--- src/rtl/ap3_fifo_ctrl_pkg.sv ---
`default_nettype none
// ============================================================================
// ap3_fifo_ctrl_pkg : shared constants, flag layout and flag helper | rev 1.0
// ============================================================================
package ap3_fifo_ctrl_pkg;

  localparam int unsigned DEF_DATA_W = 32;   // x32 RAM port (RMODE/WMODE = 2'b10)
  localparam int unsigned DEF_ADDR_W = 9;

  localparam int FLG_EMPTY  = 0;
  localparam int FLG_AEMPTY = 1;
  localparam int FLG_AFULL  = 2;
  localparam int FLG_FULL   = 3;

  localparam logic [3:0] FLAGS_RESET = 4'b0011;

  typedef logic [3:0] flags_t;

  function automatic flags_t make_flags(input int unsigned level,
                                        input int unsigned mem_cnt,
                                        input int unsigned depth,
                                        input int unsigned ae_level,
                                        input int unsigned af_level);
    flags_t f;
    f             = '0;
    f[FLG_EMPTY]  = (level == 0);
    f[FLG_AEMPTY] = (level <= ae_level);
    f[FLG_AFULL]  = (level >= af_level);
    f[FLG_FULL]   = (mem_cnt == depth);
    return f;
  endfunction

endpackage
`default_nettype wire

--- src/rtl/ap3_fifo_ctrl_if.sv ---
`default_nettype none
// ============================================================================
// ap3_fifo_ctrl_if : valid/ready data stream with master/slave views | rev 1.0
// ============================================================================
interface ap3_fifo_ctrl_if #(
  parameter int unsigned DATA_W = 32
);
  logic [DATA_W-1:0] data;
  logic              valid;
  logic              ready;

  modport master (output data, output valid, input  ready);
  modport slave  (input  data, input  valid, output ready);
endinterface
`default_nettype wire

--- src/rtl/ap3_fifo_obuf.sv ---
`default_nettype none
// ============================================================================
// ap3_fifo_obuf : 2-entry first-word-fall-through output buffer | rev 1.0
// ============================================================================
module ap3_fifo_obuf #(
  parameter int unsigned DATA_W = 32
) (
  input  wire logic              clk,
  input  wire logic              rst_n,
  input  wire logic              flush,
  input  wire logic              wr_en,
  input  wire logic [DATA_W-1:0] wr_data,
  input  wire logic              m_ready,
  output logic      [DATA_W-1:0] m_data,
  output logic                   m_valid,
  output logic      [1:0]        count
);

  logic [DATA_W-1:0] ent0;   // head entry
  logic [DATA_W-1:0] ent1;
  logic              pop;

  assign m_valid = (count != 2'd0);
  assign m_data  = ent0;
  assign pop     = m_valid & m_ready;

  // The upstream credit rule guarantees wr_en never arrives with count==2 and no pop.
  always_ff @(posedge clk or negedge rst_n) begin
    if (!rst_n) begin
      ent0  <= '0;
      ent1  <= '0;
      count <= 2'd0;
    end else if (flush) begin
      count <= 2'd0;
    end else begin
      case ({wr_en, pop})
        2'b10: begin
          if (count == 2'd0) ent0 <= wr_data;
          else               ent1 <= wr_data;
          count <= count + 2'd1;
        end
        2'b01: begin
          ent0  <= ent1;
          count <= count - 2'd1;
        end
        2'b11: begin
          if (count == 2'd2) begin
            ent0 <= ent1;
            ent1 <= wr_data;
          end else begin
            ent0 <= wr_data;
          end
        end
        default: begin
        end
      endcase
    end
  end

endmodule
`default_nettype wire

--- src/rtl/ap3_fifo_ctrl.sv ---
`default_nettype none
// ============================================================================
// ap3_fifo_ctrl : FWFT FIFO controller around one AP3 RAM block | rev 1.0
// ============================================================================
module ap3_fifo_ctrl
  import ap3_fifo_ctrl_pkg::*;
#(
  parameter int unsigned DATA_W   = DEF_DATA_W,
  parameter int unsigned ADDR_W   = DEF_ADDR_W,
  parameter int unsigned AE_LEVEL = 4,
  parameter int unsigned AF_LEVEL = 508
) (
  input  wire logic              clk,
  input  wire logic              rst_n,
  input  wire logic              flush,
  ap3_fifo_ctrl_if.slave         s_stream,
  ap3_fifo_ctrl_if.master        m_stream,
  output logic      [ADDR_W-1:0] ram_waddr,
  output logic      [DATA_W-1:0] ram_wdata,
  output logic                   ram_wen,
  output logic      [ADDR_W-1:0] ram_raddr,
  output logic                   ram_ren,
  input  wire logic [DATA_W-1:0] ram_rdata,
  output logic      [ADDR_W+1:0] level,
  output flags_t                 flags
);

  localparam int unsigned DEPTH = 1 << ADDR_W;

  logic [ADDR_W-1:0] wr_ptr;
  logic [ADDR_W-1:0] rd_ptr;
  logic [ADDR_W:0]   mem_cnt;
  logic [ADDR_W:0]   mem_cnt_nxt;
  logic [ADDR_W+1:0] level_nxt;
  logic              inflight;
  logic              armed;       // holds ready low until the first edge out of reset
  logic              push;
  logic              pop;
  logic              capture;
  logic [2:0]        credit;
  logic [1:0]        obuf_cnt;
  logic              obuf_valid;
  logic [DATA_W-1:0] obuf_data;

  assign s_stream.ready = armed & ~flags[FLG_FULL] & ~flush;
  assign push           = s_stream.valid & s_stream.ready;
  assign pop            = obuf_valid & m_stream.ready;
  assign capture        = inflight & ~flush;

  // A read may only issue if the buffer will have room when its data lands.
  assign credit  = 3'(obuf_cnt) + 3'(inflight) - 3'(pop);
  assign ram_ren = (mem_cnt != '0) & ~flush & (credit <= 3'd1);

  assign ram_waddr = wr_ptr;
  assign ram_wdata = s_stream.data;
  assign ram_wen   = push;
  assign ram_raddr = rd_ptr;

  // Words only enter at push and leave at pop; RAM->buffer moves keep the total.
  assign mem_cnt_nxt = flush ? '0 : mem_cnt + (ADDR_W+1)'(push) - (ADDR_W+1)'(ram_ren);
  assign level_nxt   = flush ? '0 : level + (ADDR_W+2)'(push) - (ADDR_W+2)'(pop);

  always_ff @(posedge clk or negedge rst_n) begin
    if (!rst_n) begin
      wr_ptr   <= '0;
      rd_ptr   <= '0;
      mem_cnt  <= '0;
      inflight <= 1'b0;
      armed    <= 1'b0;
      level    <= '0;
      flags    <= FLAGS_RESET;
    end else begin
      armed <= 1'b1;
      if (flush) begin
        wr_ptr <= '0;
        rd_ptr <= '0;
      end else begin
        if (push)    wr_ptr <= wr_ptr + ADDR_W'(1);
        if (ram_ren) rd_ptr <= rd_ptr + ADDR_W'(1);
      end
      mem_cnt  <= mem_cnt_nxt;
      inflight <= ram_ren;
      level    <= level_nxt;
      flags    <= make_flags(32'(level_nxt), 32'(mem_cnt_nxt), DEPTH, AE_LEVEL, AF_LEVEL);
    end
  end

  ap3_fifo_obuf #(
    .DATA_W (DATA_W)
  ) u_obuf (
    .clk     (clk),
    .rst_n   (rst_n),
    .flush   (flush),
    .wr_en   (capture),
    .wr_data (ram_rdata),
    .m_ready (m_stream.ready),
    .m_data  (obuf_data),
    .m_valid (obuf_valid),
    .count   (obuf_cnt)
  );

  assign m_stream.data  = obuf_data;
  assign m_stream.valid = obuf_valid;

endmodule
`default_nettype wire

--- src/flat_wrapper.sv ---
// flat-port wrapper written by rule: the top's interface ports become plain ports
module ap3_fifo_ctrl_flat import ap3_fifo_ctrl_pkg::*;
#(
  parameter int unsigned DATA_W   = DEF_DATA_W,
  parameter int unsigned ADDR_W   = DEF_ADDR_W,
  parameter int unsigned AE_LEVEL = 4,
  parameter int unsigned AF_LEVEL = 508
)
  (clk, rst_n, flush, ram_waddr, ram_wdata, ram_wen, ram_raddr, ram_ren, ram_rdata, level, flags, s_stream_data, s_stream_valid, s_stream_ready, m_stream_data, m_stream_valid, m_stream_ready);
  ap3_fifo_ctrl_if #(.DATA_W(DATA_W)) s_stream_i ();
  ap3_fifo_ctrl_if #(.DATA_W(DATA_W)) m_stream_i ();
  input  wire logic clk;
  input  wire logic rst_n;
  input  wire logic flush;
  output logic      [ADDR_W-1:0] ram_waddr;
  output logic      [DATA_W-1:0] ram_wdata;
  output logic ram_wen;
  output logic      [ADDR_W-1:0] ram_raddr;
  output logic ram_ren;
  input  wire logic [DATA_W-1:0] ram_rdata;
  output logic      [ADDR_W+1:0] level;
  output flags_t flags;
  input wire logic [$bits(s_stream_i.data)-1:0] s_stream_data;
  input wire logic [$bits(s_stream_i.valid)-1:0] s_stream_valid;
  output wire logic [$bits(s_stream_i.ready)-1:0] s_stream_ready;
  output wire logic [$bits(m_stream_i.data)-1:0] m_stream_data;
  output wire logic [$bits(m_stream_i.valid)-1:0] m_stream_valid;
  input wire logic [$bits(m_stream_i.ready)-1:0] m_stream_ready;
  assign s_stream_i.data = s_stream_data;
  assign s_stream_i.valid = s_stream_valid;
  assign s_stream_ready = s_stream_i.ready;
  assign m_stream_data = m_stream_i.data;
  assign m_stream_valid = m_stream_i.valid;
  assign m_stream_i.ready = m_stream_ready;
  ap3_fifo_ctrl #(.DATA_W(DATA_W), .ADDR_W(ADDR_W), .AE_LEVEL(AE_LEVEL), .AF_LEVEL(AF_LEVEL)) u_core (.clk(clk), .rst_n(rst_n), .flush(flush), .s_stream(s_stream_i), .m_stream(m_stream_i), .ram_waddr(ram_waddr), .ram_wdata(ram_wdata), .ram_wen(ram_wen), .ram_raddr(ram_raddr), .ram_ren(ram_ren), .ram_rdata(ram_rdata), .level(level), .flags(flags));
endmodule
--- config.mk ---
export PLATFORM = sky130hd
export DESIGN_NAME = ap3_fifo_ctrl_flat
export DESIGN_NICKNAME = d
export VERILOG_FILES = /design/src/rtl/ap3_fifo_ctrl_pkg.sv /design/src/rtl/ap3_fifo_ctrl_if.sv /design/src/rtl/ap3_fifo_obuf.sv /design/src/rtl/ap3_fifo_ctrl.sv /design/src/flat_wrapper.sv
export SDC_FILE = /design/constraint.sdc
export NUM_CORES = 1
export LEC_CHECK = 0
export BUFFER_PORTS_ARGS = -buffer_cell sky130_fd_sc_hd__buf_2
export CORE_AREA = 2 2 120 122
export CTS_CLUSTER_SIZE = 24
export DETAILED_ROUTE_END_ITERATION = 8
export DIE_AREA = 0 0 122 124
export MAX_ROUTING_LAYER = met4
export PLACE_DENSITY = 0.76
export REMOVE_ABC_BUFFERS = 1
export SLEW_MARGIN = 20
export SYNTH_ARGS = -nofsm -noshare
export SYNTH_HDL_FRONTEND = slang
export SYNTH_HIERARCHICAL = 1
export SYNTH_SLANG_ARGS = --single-unit
--- constraint.sdc ---
create_clock -name clk -period 4.6 [get_ports clk]
set_input_delay 0.23 -clock clk [delete_from_list [all_inputs] [get_ports clk]]
set_output_delay 0.23 -clock clk [all_outputs]
set_load 0.01 [all_outputs]
# Word level (Yosys, flattened, before mapping)
# Cells that the tools add are included.
# W data, S select, Z words.
[op_classes]
n_lt_le_gt_ge = 3
n_bitwise = 9
n_reduce_logical = 11
eq_ne = 8
add_sub_neg = 10
muxes = 14
[op_table]
columns = ["cell", "count"]
rows = [
  ["$mux W32", 4],
  ["$pmux W32 S3", 1],
  ["$pmux W32 S2", 1],
  ["$mux W9", 4],
  ["$add A9 B1 Y9 const B", 2],
  ["$add A11 B1 Y11", 1],
  ["$ge A11 B9 Y1 const B", 1],
  ["$le A11 B3 Y1 const B", 1],
  ["$logic_not A11 Y1", 1],
  ["$mux W11", 1],
  ["$sub A11 B1 Y11", 1],
  ["$add A10 B1 Y10", 1],
  ["$eq A10 B10 Y1 const B", 1],
  ["$mux W10", 1],
  ["$reduce_bool A10 Y1", 1],
  ["$sub A10 B1 Y10", 1],
  ["$reduce_bool A2 Y1", 4],
  ["$and A1 B1 Y1", 7],
  ["$eq A2 B2 Y1 const B", 3],
  ["$ne A2 B2 Y1 const B", 3],
  ["$reduce_bool A3 Y1", 2],
  ["$pmux W2 S2", 1],
  ["$reduce_and A4 Y1", 1],
  ["$add A2 B1 Y3", 1],
  ["9 further kinds", 10],
]
[totals]
elab_cells = 65
in_bits = 69
output_inout_bits = 101
regBits = 111

# Longest topological paths before layout
[depth]
word_depth = 8
ltp_mapped = 23
mapped_depth_nobuf = 20

# Modules after synthesis
# Netlist, hierarchy kept.
[modules_own_cells]
columns = ["mod", "cells_each", "area_each_um2", "seq_area_each_um2", "n_inst"]
rows = [
  ["ap3_fifo_obuf", 277, 3210.6, 1651.6, 1],
  ["ap3_fifo_ctrl", 340, 3168.0, 1128.6, 1],
]

# Worst setup path after synthesis
# OpenSTA, ideal clock, no wires.
[synth_path]
path_type = "flip-flop to flip-flop"
startpoint = "reg u_core.u_obuf.count[0]"
endpoint = "reg u_core.flags[3]"
slack_ns = -0.115
t_required_ns = 4.532
n_path_buf = 3
period_less_slack_ns = 4.715
path_stages_with_launch = 24
setup_ns = 0.068
t_arrival_ns = 4.647
path_cell_list = "dfrtp_1 > buf_2 > nor2_2 > inv_2 > buf_4 > buf_2 > nand2_1 > xnor2_1 > ha_1 > inv_1 > fa_1 > nor2b_1 > o211ai_1 > inv_1 > ha_1 > inv_1 > ha_1 > fa_1 > a211o_1 > a311oi_1 > o31ai_1 > xor2_1 > nor4b_1 > and4b_1"
[synth_via]
elab_chain_cells = 8
word_cells_on_any_way = 9
cone_classes = "3 x add/sub; 1 x order compare; 1 x eq/ne; 1 x mux; 2 x bitwise; 1 x reduce/logical"
[synth_rtl]
columns = ["element", "line", "source"]
rows = [
  ["start, declared", "ap3_fifo_obuf.sv:16", "output logic [1:0] count"],
  ["start signal, assigned", "ap3_fifo_obuf.sv:40", "count <= count + 2'd1;"],
  ["start signal, assigned", "ap3_fifo_obuf.sv:44", "count <= count - 2'd1;"],
  ["$reduce_bool A2 Y1", "ap3_fifo_obuf.sv:23", "assign m_valid = (count != 2'd0);"],
  ["named net m_stream_valid", "flat_wrapper.sv:27", "output wire logic [$bits(m_stream_i.valid)-1:0] m_stream_valid;"],
  ["$and A1 B1 Y1", "ap3_fifo_ctrl.sv:47", "assign pop = obuf_valid & m_stream.ready;"],
  ["$sub A3 B1 Y3", "ap3_fifo_ctrl.sv:51", "assign credit = 3'(obuf_cnt) + 3'(inflight) - 3'(pop);"],
  ["$le A3 B1 Y1", "ap3_fifo_ctrl.sv:52", "assign ram_ren = (mem_cnt != '0) & ~flush & (credit <= 3'd1);"],
  ["$and A1 B1 Y1", "ap3_fifo_ctrl.sv:52", ""],
  ["named net ram_ren", "flat_wrapper.sv:19", "output logic ram_ren;"],
  ["$sub A10 B1 Y10", "ap3_fifo_ctrl.sv:60", "assign mem_cnt_nxt = flush ? '0 : mem_cnt + (ADDR_W+1)'(push) - (ADDR_W+1)'(ram_ren);"],
  ["$mux W10", "ap3_fifo_ctrl.sv:60", ""],
  ["$eq A10 B10 Y1", "ap3_fifo_ctrl_pkg.sv:29", "f[FLG_FULL] = (mem_cnt == depth);"],
  ["end signal, assigned", "ap3_fifo_ctrl.sv:84", "flags <= make_flags(32'(level_nxt), 32'(mem_cnt_nxt), DEPTH, AE_LEVEL, AF_LEVEL);"],
  ["end, declared", "ap3_fifo_ctrl.sv:25", "output flags_t flags"],
]
# The timed path passes the listed nets, and every way through them passes these cells.
# A chain may end at the register's enable or synchronous reset.

# Final worst setup path
[layout_path]
startpoint = "reg u_core.u_obuf.count[1]"
endpoint = "reg u_core.flags[3]"
[layout_via]
elab_chain_cells = 8
word_cells_on_any_way = 9
cone_classes = "3 x add/sub; 1 x order compare; 1 x eq/ne; 1 x mux; 2 x bitwise; 1 x reduce/logical"
[layout_rtl]
columns = ["element", "line"]
rows = [
  ["branches (longest 2 deep; another with $add A2 B1 Y3)", "n/a"],
  ["$sub A3 B1 Y3 *", "ap3_fifo_ctrl.sv:51"],
  ["$le A3 B1 Y1 *", "ap3_fifo_ctrl.sv:52"],
  ["$and A1 B1 Y1 *", "ap3_fifo_ctrl.sv:52"],
  ["$sub A10 B1 Y10 *", "ap3_fifo_ctrl.sv:60"],
  ["$mux W10 *", "ap3_fifo_ctrl.sv:60"],
  ["$eq A10 B10 Y1 *", "ap3_fifo_ctrl_pkg.sv:29"],
]
# Mark *: on every way between the ends.

==> run metrics <==
outcome finished, final reports clean; global router's overall resource usage 0.226; antenna viol nets, final 0; RR Endpoint u_core/flags[3]; PwrDens 634 nW/um^2; share of cells above drive strength 1 0.276; flop2flop setup slack 0.41 ns; most frequent cells in the layout 109 x dfrtp_1, 104 x buf_2, 42 x o21ai_0; hpwl dp 10900 um; FF-to-FF Start u_core/u_obuf/count[1]; vias in the first global route 4904; Antenna diodes 0; area of the core 13700 um^2; maximum clock rate 0.239 GHz; Slew headroom 0.374; clock sink total 111; Hold WS 0.128 ns; DIE AREA 15100 um^2; first-pass GRT wire length 26000 um; Setup-failing EPs final 0; drt total wl 16200 um; Hold Crit Class primary input to flop; most common cell after layout, fill and taps aside dfrtp_1; DR iter-0 viols 316; leakage 3.30 nW; Rows 43; CP endpoint u_core/flags[3]; Tightest Pin Transition 0.938 ns; IO Pins 170; cell accounting for the most synthesized area dfrtp_1; CTS Buf Count 9; Layout Nets 774; Top FF cell, synth dfrtp_1; clk slew on worst S/H paths 0.07 ns; synthesized area per cell 10.3 um^2; Clock Path Buffers 2; Syn-to-layout area delta 10.6%; Hold Vio Cnt, Final 0; Initial Utilization 0.465; skew final 0.00648 ns; crit-path max FO 5; gr ovfl total 0; wire per inst 18.9 um; # fillers 1231; WP data required 4.88 ns; TritonCTS clock tree done; critical path startpoint u_core/u_obuf/count[1]; Slew Limit Fails 0; Post-synth ARST share 1.00; kind of critical path flop to flop; crit path DAT 4.47 ns; First-pass DRT Iterations 5; VDD IR max 0.239 mV; Worst-Skew Late Latency 0.34 ns; EDFF count, synth 0; largest net degree at the start of global routing 68; postcts setup bufs 0; routed vias/inst 5.82; # port buffers 105; drc violations 0; Max-cap violations 0; CTS H-tree depth 3; Chip Height 124 um; post-layout minimum cycle time 4.19 ns; Worst setup EP type flop; vias after detailed routing 4986; clock root buffer clkbuf_16; Synthesis Warnings 6; #FFs+latches synth 111; Die X 122 um; worst r2r path cells 20; synth unique cells 70; Hold Crit Start ram_rdata[16]; Critical Path Start Type flop; Final GP Congestion 0.929; top cells by area, synth dfrtp_1 43%, mux2_4 7.3%, ha_1 5.3%; RSZ-0062 raised after global routing no; Cell Area, Synth 6380 um^2; Seq/Total Area, Yosys 0.436; Fin Setup TNS 0 ns; Cells after Synth 617; Yosys top cell area share 0.428; initial antenna violation count 0; post-route clock period utilization 0.910
critical path: stages, from the launching register on:
cell and delay, ns:
dfrtp_1 0.39, nor2_2 0.15, inv_2 0.05, nand2_1 0.13, xnor2_1 0.13, ha_1 0.16
inv_1 0.05, fa_1 0.42, nor2b_1 0.16, o211ai_1 0.23, inv_2 0.12, ha_1 0.30
inv_1 0.04, ha_1 0.20, fa_2 0.37, a211o_1 0.29, a311oi_2 0.24, o31ai_1 0.10
xor2_1 0.16, nor4b_2 0.23, and4b_1 0.21
synth_stat cells, types with 4 or more instances:
cell type and n:
nor2b_1 10, nand2_1 31, and2_1 5, inv_1 32
o21ai_0 42, a21o_1 4, buf_4 33, nand2b_1 4
buf_2 19, nand4_1 7, nor2_1 36, nand3_1 37
clkbuf_1 11, ha_1 27, a211oi_1 33, xor2_1 15
a21oi_1 17, a31oi_1 33, dfrtp_1 109, mux2_4 31
o21bai_1 4, xnor2_1 9
per-stage QoR:
step / setup slack (ns) / power [W] / area (um^2) / instances / util
finish: 0.415 / 0.00448 / 7050 / 857 / 0.514
global route: 0.0526 / 0.00481 / 7050 / 857 / 0.514
CTS: 0.100 / 0.00446 / 7040 / 857 / 0.513
detailed placement: 0.126 / 0.00370 / 6760 / 843 / 0.493
global placement: 0.344 / 0.00360 / 6760 / 843 / 0.493
floorplan: -0.699 / 0.00308 / 5930 / 549 / -
state kept, by name (all words and copies together) (netlist names):
register	flops
u_core/armed	1
u_core/level	11
u_core/ram_waddr	9
u_core/inflight	1
u_core/u_obuf/m_data	32
u_core/mem_cnt	10
u_core/u_obuf/count	2
u_core/u_obuf/ent1	32
u_core/flags	4
u_core/ram_raddr	9
layout make-up:
| class | count | area, um^2 | area share |
|---|---|---|---|
| Clock inverter | 2 | 35.0 | 0.00497 |
| Multi-Input combinational cell | 405 | 3050 | 0.433 |
| Timing Repair Buffer | 115 | 606 | 0.0858 |
| Inverter | 33 | 124 | 0.0176 |
| Tap cell | 180 | 225 | 0.0319 |
| Clock buffer | 11 | 233 | 0.0330 |
| Sequential cell | 111 | 2780 | 0.394 |
what timing repair did:
item                                   in CTS  in global routing
setup endpoints to repair                   0                  1
endpoints found under the hold margin      55                  0
resized for setup                           0                  4
hold buffers                                1                  0
worst min-delay path by stage:
stage	cells past startpoint	slack (ns)	end
6_report	2	0.13	u_core/u_obuf/ent1[16]
5_1_grt	2	0.12	u_core/u_obuf/ent1[16]
4_1_cts	2	0.11	u_core/u_obuf/ent1[16]
3_5_place_dp	1	0.34	u_core/ram_raddr[7]
3_3_place_gp	1	0.33	u_core/level[4]
2_1_floorplan	0	-0.07	u_core/armed
report_power, final:
group	internal [W]	total [W]	switching [W]	leakage (nW)
clock network	0.000413	0.000740	0.000327	0.131
logic	0.00100	0.00217	0.00116	1.79
registers	0.00134	0.00157	0.000225	1.39
total	0.00276	0.00448	0.00172	3.30
routing by layer:
metal | share of wire | global-route usage | up-vias
met4 | 0.016 | 0.0747 | 0
met2 | 0.47 | 0.343 | 195
met3 | 0.070 | 0.0614 | 23
li1 | - | - | 2284
met1 | 0.44 | 0.295 | 2484
met5 | 0 | - | -
logic make-up after synthesis:
logic type	count (synthesis)	share of synthesized area
adders and majority gates	30	0.0624
DFF	111	0.436
buffers and inverters	101	0.0893
xor gates and xnor gates	24	0.0330
other	1	0.000588
muxes	37	0.0830
and+or+nand+nor	159	0.135
AOI/OAI and AO/OA	154	0.161
(Power assumes the default switching activity.)
